<file path="config.mk">
export PLATFORM = sky130hd
export DESIGN_NAME = parity_gen_chk_stream_flat
export DESIGN_NICKNAME = d
export VERILOG_FILES = /design/src/rtl/parity_gen_chk_stream_if.sv /design/src/rtl/parity_gen_chk_stream.sv /design/src/flat_wrapper.sv
export SDC_FILE = /design/constraint.sdc
export NUM_CORES = 1
export LEC_CHECK = 0
export BUFFER_PORTS_ARGS = -buffer_cell sky130_fd_sc_hd__clkbuf_2
export CAP_MARGIN = 10
export CORE_MARGIN = 1
export CORE_UTILIZATION = 35
export CTS_CLUSTER_DIAMETER = 50
export CTS_CLUSTER_SIZE = 40
export DETAILED_ROUTE_END_ITERATION = 8
export HOLD_SLACK_MARGIN = 0.12
export PLACE_DENSITY = 0.63
export SLEW_MARGIN = 5
export SYNTH_ARGS = -nofsm -noshare
export SYNTH_HDL_FRONTEND = slang
export SYNTH_SLANG_ARGS = --single-unit
</file>
<file path="constraint.sdc">
create_clock -name clk -period 1.6 [get_ports clk]
set_input_delay 0.16 -clock clk [delete_from_list [all_inputs] [get_ports clk]]
set_output_delay 0.16 -clock clk [all_outputs]
set_load 0.005 [all_outputs]
</file>
<file path="src/rtl/parity_gen_chk_stream_if.sv">
// Valid/ready bundle for parity_gen_chk_stream: the incoming beat with its received
// parity bit, and the registered outgoing beat with generated parity and error flag.
interface parity_gen_chk_stream_if #(
   parameter int DATA_W = 8
);
   // Handshake: a beat moves on a rising edge where valid && ready are both high.
   // A producer holding valid high keeps its payload stable until that edge, and a
   // consumer may drive ready independently of valid.
   logic              in_valid;
   logic              in_ready;
   logic [DATA_W-1:0] in_data;
   logic              in_parity;
   logic              out_valid;
   logic              out_ready;
   logic [DATA_W-1:0] out_data;
   logic              out_parity;
   logic              out_error;

   modport master (
      output in_valid,
      output in_data,
      output in_parity,
      output out_ready,
      input  in_ready,
      input  out_valid,
      input  out_data,
      input  out_parity,
      input  out_error
   );

   modport slave (
      input  in_valid,
      input  in_data,
      input  in_parity,
      input  out_ready,
      output in_ready,
      output out_valid,
      output out_data,
      output out_parity,
      output out_error
   );
endinterface

</file>
<file path="src/rtl/parity_gen_chk_stream.sv">
// Registered parity generator/checker on a valid/ready stream, with a sticky error
// flag and a saturating error counter for status readout.
module parity_gen_chk_stream #(
   parameter int DATA_W = 8,
   parameter int ODD    = 0,
   parameter int CNT_W  = 8
) (
   input  logic                  clk,
   input  logic                  rst_n,
   parity_gen_chk_stream_if.slave bus,
   input  logic                  chk_en,
   input  logic                  clr_err,
   output logic                  err_sticky,
   output logic [CNT_W-1:0]      err_count
);

   localparam logic             ODD_BIT = (ODD != 0);
   localparam logic [CNT_W-1:0] CNT_MAX = {CNT_W{1'b1}};
   localparam logic [CNT_W-1:0] CNT_ONE = {{(CNT_W-1){1'b0}}, 1'b1};

   logic              valid_q,  valid_d;
   logic [DATA_W-1:0] data_q,   data_d;
   logic              par_q,    par_d;
   logic              err_q,    err_d;
   logic              sticky_q, sticky_d;
   logic [CNT_W-1:0]  cnt_q,    cnt_d;

   logic in_ready;
   logic accept;
   logic xfer;
   logic gen_par;
   logic mismatch;
   logic err_hit;

   // The slot frees when empty or when its beat leaves this cycle.
   assign in_ready = !valid_q || bus.out_ready;
   assign accept   = bus.in_valid && in_ready;
   assign xfer     = valid_q && bus.out_ready;

   assign gen_par  = (^bus.in_data) ^ ODD_BIT;
   assign mismatch = (^{bus.in_parity, bus.in_data}) ^ ODD_BIT;
   assign err_hit  = accept && chk_en && mismatch;

   always_comb begin
      valid_d = valid_q;
      data_d  = data_q;
      par_d   = par_q;
      err_d   = err_q;
      if (accept) begin
         valid_d = 1'b1;
         data_d  = bus.in_data;
         par_d   = gen_par;
         err_d   = chk_en && mismatch;
      end else if (xfer) begin
         valid_d = 1'b0;
      end
   end

   // A clear and a new error on the same edge leave exactly that one error recorded.
   always_comb begin
      cnt_d    = cnt_q;
      sticky_d = sticky_q;
      if (clr_err) begin
         cnt_d    = err_hit ? CNT_ONE : '0;
         sticky_d = err_hit;
      end else if (err_hit) begin
         sticky_d = 1'b1;
         if (cnt_q != CNT_MAX) begin
            cnt_d = cnt_q + CNT_ONE;
         end
      end
   end

   always_ff @(posedge clk or negedge rst_n) begin
      if (!rst_n) begin
         valid_q  <= 1'b0;
         data_q   <= '0;
         par_q    <= 1'b0;
         err_q    <= 1'b0;
         sticky_q <= 1'b0;
         cnt_q    <= '0;
      end else begin
         valid_q  <= valid_d;
         data_q   <= data_d;
         par_q    <= par_d;
         err_q    <= err_d;
         sticky_q <= sticky_d;
         cnt_q    <= cnt_d;
      end
   end

   assign bus.in_ready   = in_ready;
   assign bus.out_valid  = valid_q;
   assign bus.out_data   = data_q;
   assign bus.out_parity = par_q;
   assign bus.out_error  = err_q;
   assign err_sticky     = sticky_q;
   assign err_count      = cnt_q;

   a_stall_hold: assert property (@(posedge clk) disable iff (!rst_n)
      (valid_q && !bus.out_ready) |=>
         (valid_q && $stable(data_q) && $stable(par_q) && $stable(err_q)));

   a_cnt_no_wrap: assert property (@(posedge clk) disable iff (!rst_n)
      (!clr_err && cnt_q == CNT_MAX) |=> (cnt_q == CNT_MAX));

   a_sticky_tracks_cnt: assert property (@(posedge clk) disable iff (!rst_n)
      (cnt_q != '0) |-> sticky_q);

endmodule
</file>
<file path="src/flat_wrapper.sv">
// flat-port wrapper written by rule: the top's interface ports become plain ports
module parity_gen_chk_stream_flat 
#(
   parameter int DATA_W = 8,
   parameter int ODD    = 0,
   parameter int CNT_W  = 8
)
  (clk, rst_n, chk_en, clr_err, err_sticky, err_count, bus_in_valid, bus_in_data, bus_in_parity, bus_out_ready, bus_in_ready, bus_out_valid, bus_out_data, bus_out_parity, bus_out_error);
  parity_gen_chk_stream_if #(.DATA_W(DATA_W)) bus_i ();
  input  logic clk;
  input  logic rst_n;
  input  logic chk_en;
  input  logic clr_err;
  output logic err_sticky;
  output logic [CNT_W-1:0] err_count;
  input wire logic [$bits(bus_i.in_valid)-1:0] bus_in_valid;
  input wire logic [$bits(bus_i.in_data)-1:0] bus_in_data;
  input wire logic [$bits(bus_i.in_parity)-1:0] bus_in_parity;
  input wire logic [$bits(bus_i.out_ready)-1:0] bus_out_ready;
  output wire logic [$bits(bus_i.in_ready)-1:0] bus_in_ready;
  output wire logic [$bits(bus_i.out_valid)-1:0] bus_out_valid;
  output wire logic [$bits(bus_i.out_data)-1:0] bus_out_data;
  output wire logic [$bits(bus_i.out_parity)-1:0] bus_out_parity;
  output wire logic [$bits(bus_i.out_error)-1:0] bus_out_error;
  assign bus_i.in_valid = bus_in_valid;
  assign bus_i.in_data = bus_in_data;
  assign bus_i.in_parity = bus_in_parity;
  assign bus_i.out_ready = bus_out_ready;
  assign bus_in_ready = bus_i.in_ready;
  assign bus_out_valid = bus_i.out_valid;
  assign bus_out_data = bus_i.out_data;
  assign bus_out_parity = bus_i.out_parity;
  assign bus_out_error = bus_i.out_error;
  parity_gen_chk_stream #(.DATA_W(DATA_W), .ODD(ODD), .CNT_W(CNT_W)) u_core (.clk(clk), .rst_n(rst_n), .bus(bus_i), .chk_en(chk_en), .clr_err(clr_err), .err_sticky(err_sticky), .err_count(err_count));
endmodule
</file>
---- Word-level counts from Yosys, hierarchy flattened ----
Cells that the tools add are included.
word-level totals
  register bits ........................... 20
  input bits .............................. 15
  output and inout bits ................... 21
  word-level logic and storage cells ...... 29
cells by class
  $add $sub $neg .......................... 1
  equal/unequal tests ..................... 1
  muxes and demuxes ....................... 8
  reductions and logical operators ........ 13
operator list
  operator                                                        number
  8-bit 2-to-1 mux                                                3
  9-bit XOR reduction                                             1
  8-bit by 1-bit adder with 8-bit output (second input constant)  1
  8-bit != test (second input constant)                           1
  8-bit XOR reduction                                             1
  2-bit nonzero test                                              3
  1-bit logical AND                                               5
  1-bit 2-to-1 mux                                                5
  2-bit AND reduction                                             1
  1-bit logical NOT                                               1
  1-bit logical OR                                                1

---- Depth between registers and ports, before layout ----
  word-level depth ........................ 7
  mapped depth ............................ 6
  depth with buffers taken out ............ 6

---- Least setup slack after synthesis ----
OpenSTA, ideal clock, no wires.
  path kind ............................... register to register
  start ................................... reg u_core.cnt_q[0], in the netlist u_core.err_count[0]
  end ..................................... reg u_core.cnt_q[5], in the netlist u_core.err_count[5]
  setup time .............................. 0.078 ns
  data arrival time ....................... 1.747 ns
  required time ........................... 1.522 ns
  slack ................................... -0.225 ns
  stages on the path, launching flop included .. 7
  buffers on the path ..................... 0
  clock period less this slack ............ 1.825 ns
  cell sequence ........................... dfrtp_1 ha_1 nand3_1 nor2_1 or3_1 or4_1 a21oi_1
between the ends
  word-level cells in the longest chain between the ends .. 4
  elaborated cells on any way between the ends .. 7
  classes of those cells .................. 1 x add/sub; 1 x eq/ne; 3 x mux; 2 x reduce/logical
ends and longest elaborated chain
  item                                    RTL line                     text
  start, declared                         parity_gen_chk_stream.sv:26  logic [CNT_W-1:0] cnt_q, cnt_d;
  start signal, assigned                  parity_gen_chk_stream.sv:88  cnt_q <= cnt_d;
  8-bit by 1-bit adder with 8-bit output  parity_gen_chk_stream.sv:69  cnt_d = cnt_q + CNT_ONE;
  8-bit 2-to-1 mux                        parity_gen_chk_stream.sv:68  if (cnt_q != CNT_MAX) begin
  8-bit 2-to-1 mux                        parity_gen_chk_stream.sv:66  end else if (err_hit) begin
  8-bit 2-to-1 mux                        parity_gen_chk_stream.sv:63  if (clr_err) begin
Several ways; a longest one is shown, not always the timed one. The select of a mux whose other input is x is not followed.
A chain may end at the register's enable or synchronous reset.

---- Worst setup path in the final report ----
  start ................................... reg u_core.cnt_q[1], in the netlist u_core.err_count[1]
  end ..................................... reg u_core.cnt_q[5], in the netlist u_core.err_count[5]
The elaborated chain is that of the path after synthesis.

==> impl_metrics.yaml <==
drt:
  drt_iter0_drc: 30
  wl_met2_um: 1270
  wl_per_cell_um: 13.4
  m1WireLength_um: 987
  route.detailed.drc: 0
  dr_wl_met3_um: 104
  route.final.wire_length_um: 2380
  ant_nets: 0
  vias: 922
  firstDrtPassIters: 4
  vias_per_cell: 5.18
  dr.max_layer_used: "met4"
clock_network:
  cts_sinks: 20
  cts_tree: "done"
  clkLatencyLatePin_ns: 0.30
  cts_buffers: 3
  path_clk_slew_ns: 0.11
  root_buffer: "clkbuf_4"
  clock_path_buffers: 2
  h-tree-depth: 1
critical_path:
  arrival_ns: 1.92
  r2r_slack_ns: -0.08
  max_stage_delay_ns: 0.42
  worstSetupStartpointType: "register"
  cp_data_required_time_ns: 1.83
  crit_family: "simple AND/OR/NAND/NOR gates"
  path_cells: "ha_2, nand3_2, nor2_2, or3_4, or4_4, a21oi_1"
  critPathBufInv: 0
  critical_path.startpoint: "u_core.err_count[1]$_DFFE_PN0P_"
  cp_slowest_cell: "or4_4"
  rr_startpoint: "u_core.err_count[1]$_DFFE_PN0P_"
  worst_setup_path_end_kind: "register"
  crit_path_max_fanout: 4
  worstSetupPathType: "reg2reg"
die:
  rows: 18
  die_h_um: 55.2
  core_mm2: 0.00257
  die-area_mm2: 0.00305
  initial_core_util_pct: 38.6
  io_pins: 36
  die_w_um: 55.2
placement:
  portBuffers: 35
  gp_congestion: 0.769
  dp_hpwl_um: 1720
  dp_cells: 166
  placed_area_mm2: 0.00134
  post-place-ws_ns: -0.276
synthesis:
  synth.largest_area_cell: "dfrtp_1"
  synth_cell_types: 24
  netlist_instances: 89
  avgSynthCellArea_um2: 11.1
  ys_ff_latch: 20
  yosys_warnings: 0
  synth-seq-area-share_pct: 50.4
  synth-edff-count: 0
  async_flop_share_pct: 100
  syn_nets: 105
  synth_ff_type: "dfrtp_1"
  synth_area_leaders: "dfrtp_1 50%, mux2_2 9.1%, xnor2_1 5.3%, a21oi_1 3.0%, nand3_1 2.5%"
  synth_area_um2: 992
  synth_top_area_share_pct: 50.4
layout:
  utilization_pct: 57.3
  final_cells: 178
  diodes: 0
  synthToLayoutAreaGrowth_pct: 48.2
  fin_nets: 166
  post-route-cell-area_mm2: 0.00147
  drive_above_1_share_pct: 52.7
grt:
  grt_pass1_vias: 927
  grt_pass1_wl_um: 4110
  grt_usage_pct: 17.0
  grt_antenna_before_repair: 0
  grt_max_degree: 21
  overflow: 0
job:
  drv_cap: 0
timing:
  rsz0062_at_grt: "true"
  skew_ns: 0.00205
  min_period_ns: 1.68
  hold_viol_final: 0
  fmax_mhz: 594
  finalMaxSlewViolations: 0
  setup_violations: 4
  tightest_slew_ns: 0.505
  setup_ws_ns: -0.0841
  tns_ns: -0.261
  period_share_pct: 105
  maxSlewHeadroom_pct: 66.4
  hold_slack_ns: 0.140
outcome:
  outcome: "finished, violations left"
  violations: "setup timing"
power:
  ir_drop_mv: 0.747
  finalPower_mw: 1.25
  p_leak_nw: 0.692
  power_density_mw_per_mm2: 848
min_path:
  min_from: "bus_in_data[0]"
  hold_class: "in2reg"
==> registers in the layout, summed over array words and instances, names as in the netlist <==
signal	count
u_core.err_count	8
u_core.bus.out_error	1
u_core.bus.out_valid	1
u_core.bus.out_parity	1
u_core.bus.out_data	8
u_core.err_sticky	1
==> cell families (layout without fill, tap and decap cells) <==
| kind of cell | Yosys count | in the layout | synth area share, % |
|---|---|---|---|
| buffers and inverters | 5 | 64 | 1.89 |
| and+or+nand+nor | 28 | 28 | 14.6 |
| adders and majority gates | 1 | 1 | 1.26 |
| DFF | 20 | 20 | 50.4 |
| muxes | 8 | 8 | 9.08 |
| xor gates and xnor gates | 9 | 9 | 11.6 |
| AOI/OAI and AO/OA | 18 | 18 | 11.1 |
==> final timing paths <==
kind	end	cells past startpoint
setup reg to reg	u_core.err_count[5]$_DFFE_PN0P_	6
max in group asynchronous	u_core.err_count[3]$_DFFE_PN0P_	2
setup / recovery	u_core.err_count[5]$_DFFE_PN0P_	6
min in group asynchronous	u_core.bus.out_data[3]$_DFFE_PN0N_	2
hold / removal	u_core.bus.out_data[0]$_DFFE_PN0N_	2
hold reg to reg	u_core.bus.out_error$_DFFE_PN0N_	2
==> cell type report <==
cell class	count	area [um2]
Inverter	2	7.51
Sequential cell	20	500
Timing Repair Buffer	59	375
Multi-Input combinational cell	64	527
Clock buffer	3	22.5
Tap cell	30	37.5
Fill cell	224	1100
==> cells in the final DEF, fill, tap and decap left out, types with 3 or more instances in the layout <==
cell and count:
o21ai_0 4, clkbuf_2 35, nand2_1 5, xnor2_1 5, clkbuf_4 3, mux2_2 8, dlygate4sd3_1 8, o31ai_1 3
buf_4 16, or4_4 3, nand3_1 3, dfrtp_1 20, nor2_1 4, a21oi_1 4, nand2b_1 3
==> what timing repair did <==
item,4_1_cts,5_1_grt
buffers inserted,0,1
hold buffers,8,0
endpoints found under the hold margin,27,0
setup endpoints to repair,4,8
gates resized for setup,0,7
pin swaps,2,0
==> cells in the mapped netlist, drive strengths merged (2+ instances only) <==
cell type,count
clkbuf,3
a21oi,6
o21ai,5
o31ai,3
nor2,6
or4,3
xnor2,7
nand2,5
or3,4
mux2,8
nand3,5
inv,2
nand2b,3
dfrtp,20
==> routing by layer <==
layer  vias to the layer above  GRT usage [%]
li1                        444              -
met1                       442           20.3
met2                        32           29.8
met3                         4           4.22
met4                         0           5.36
met5                         -              0
==> where the power goes <==
part	switching [mW]	internal [mW]
sequential	0.0284	0.562
combinational	0.190	0.230
clock	0.149	0.0878
total	0.368	0.879
Note: power is estimated with default switching activity, not from simulation.
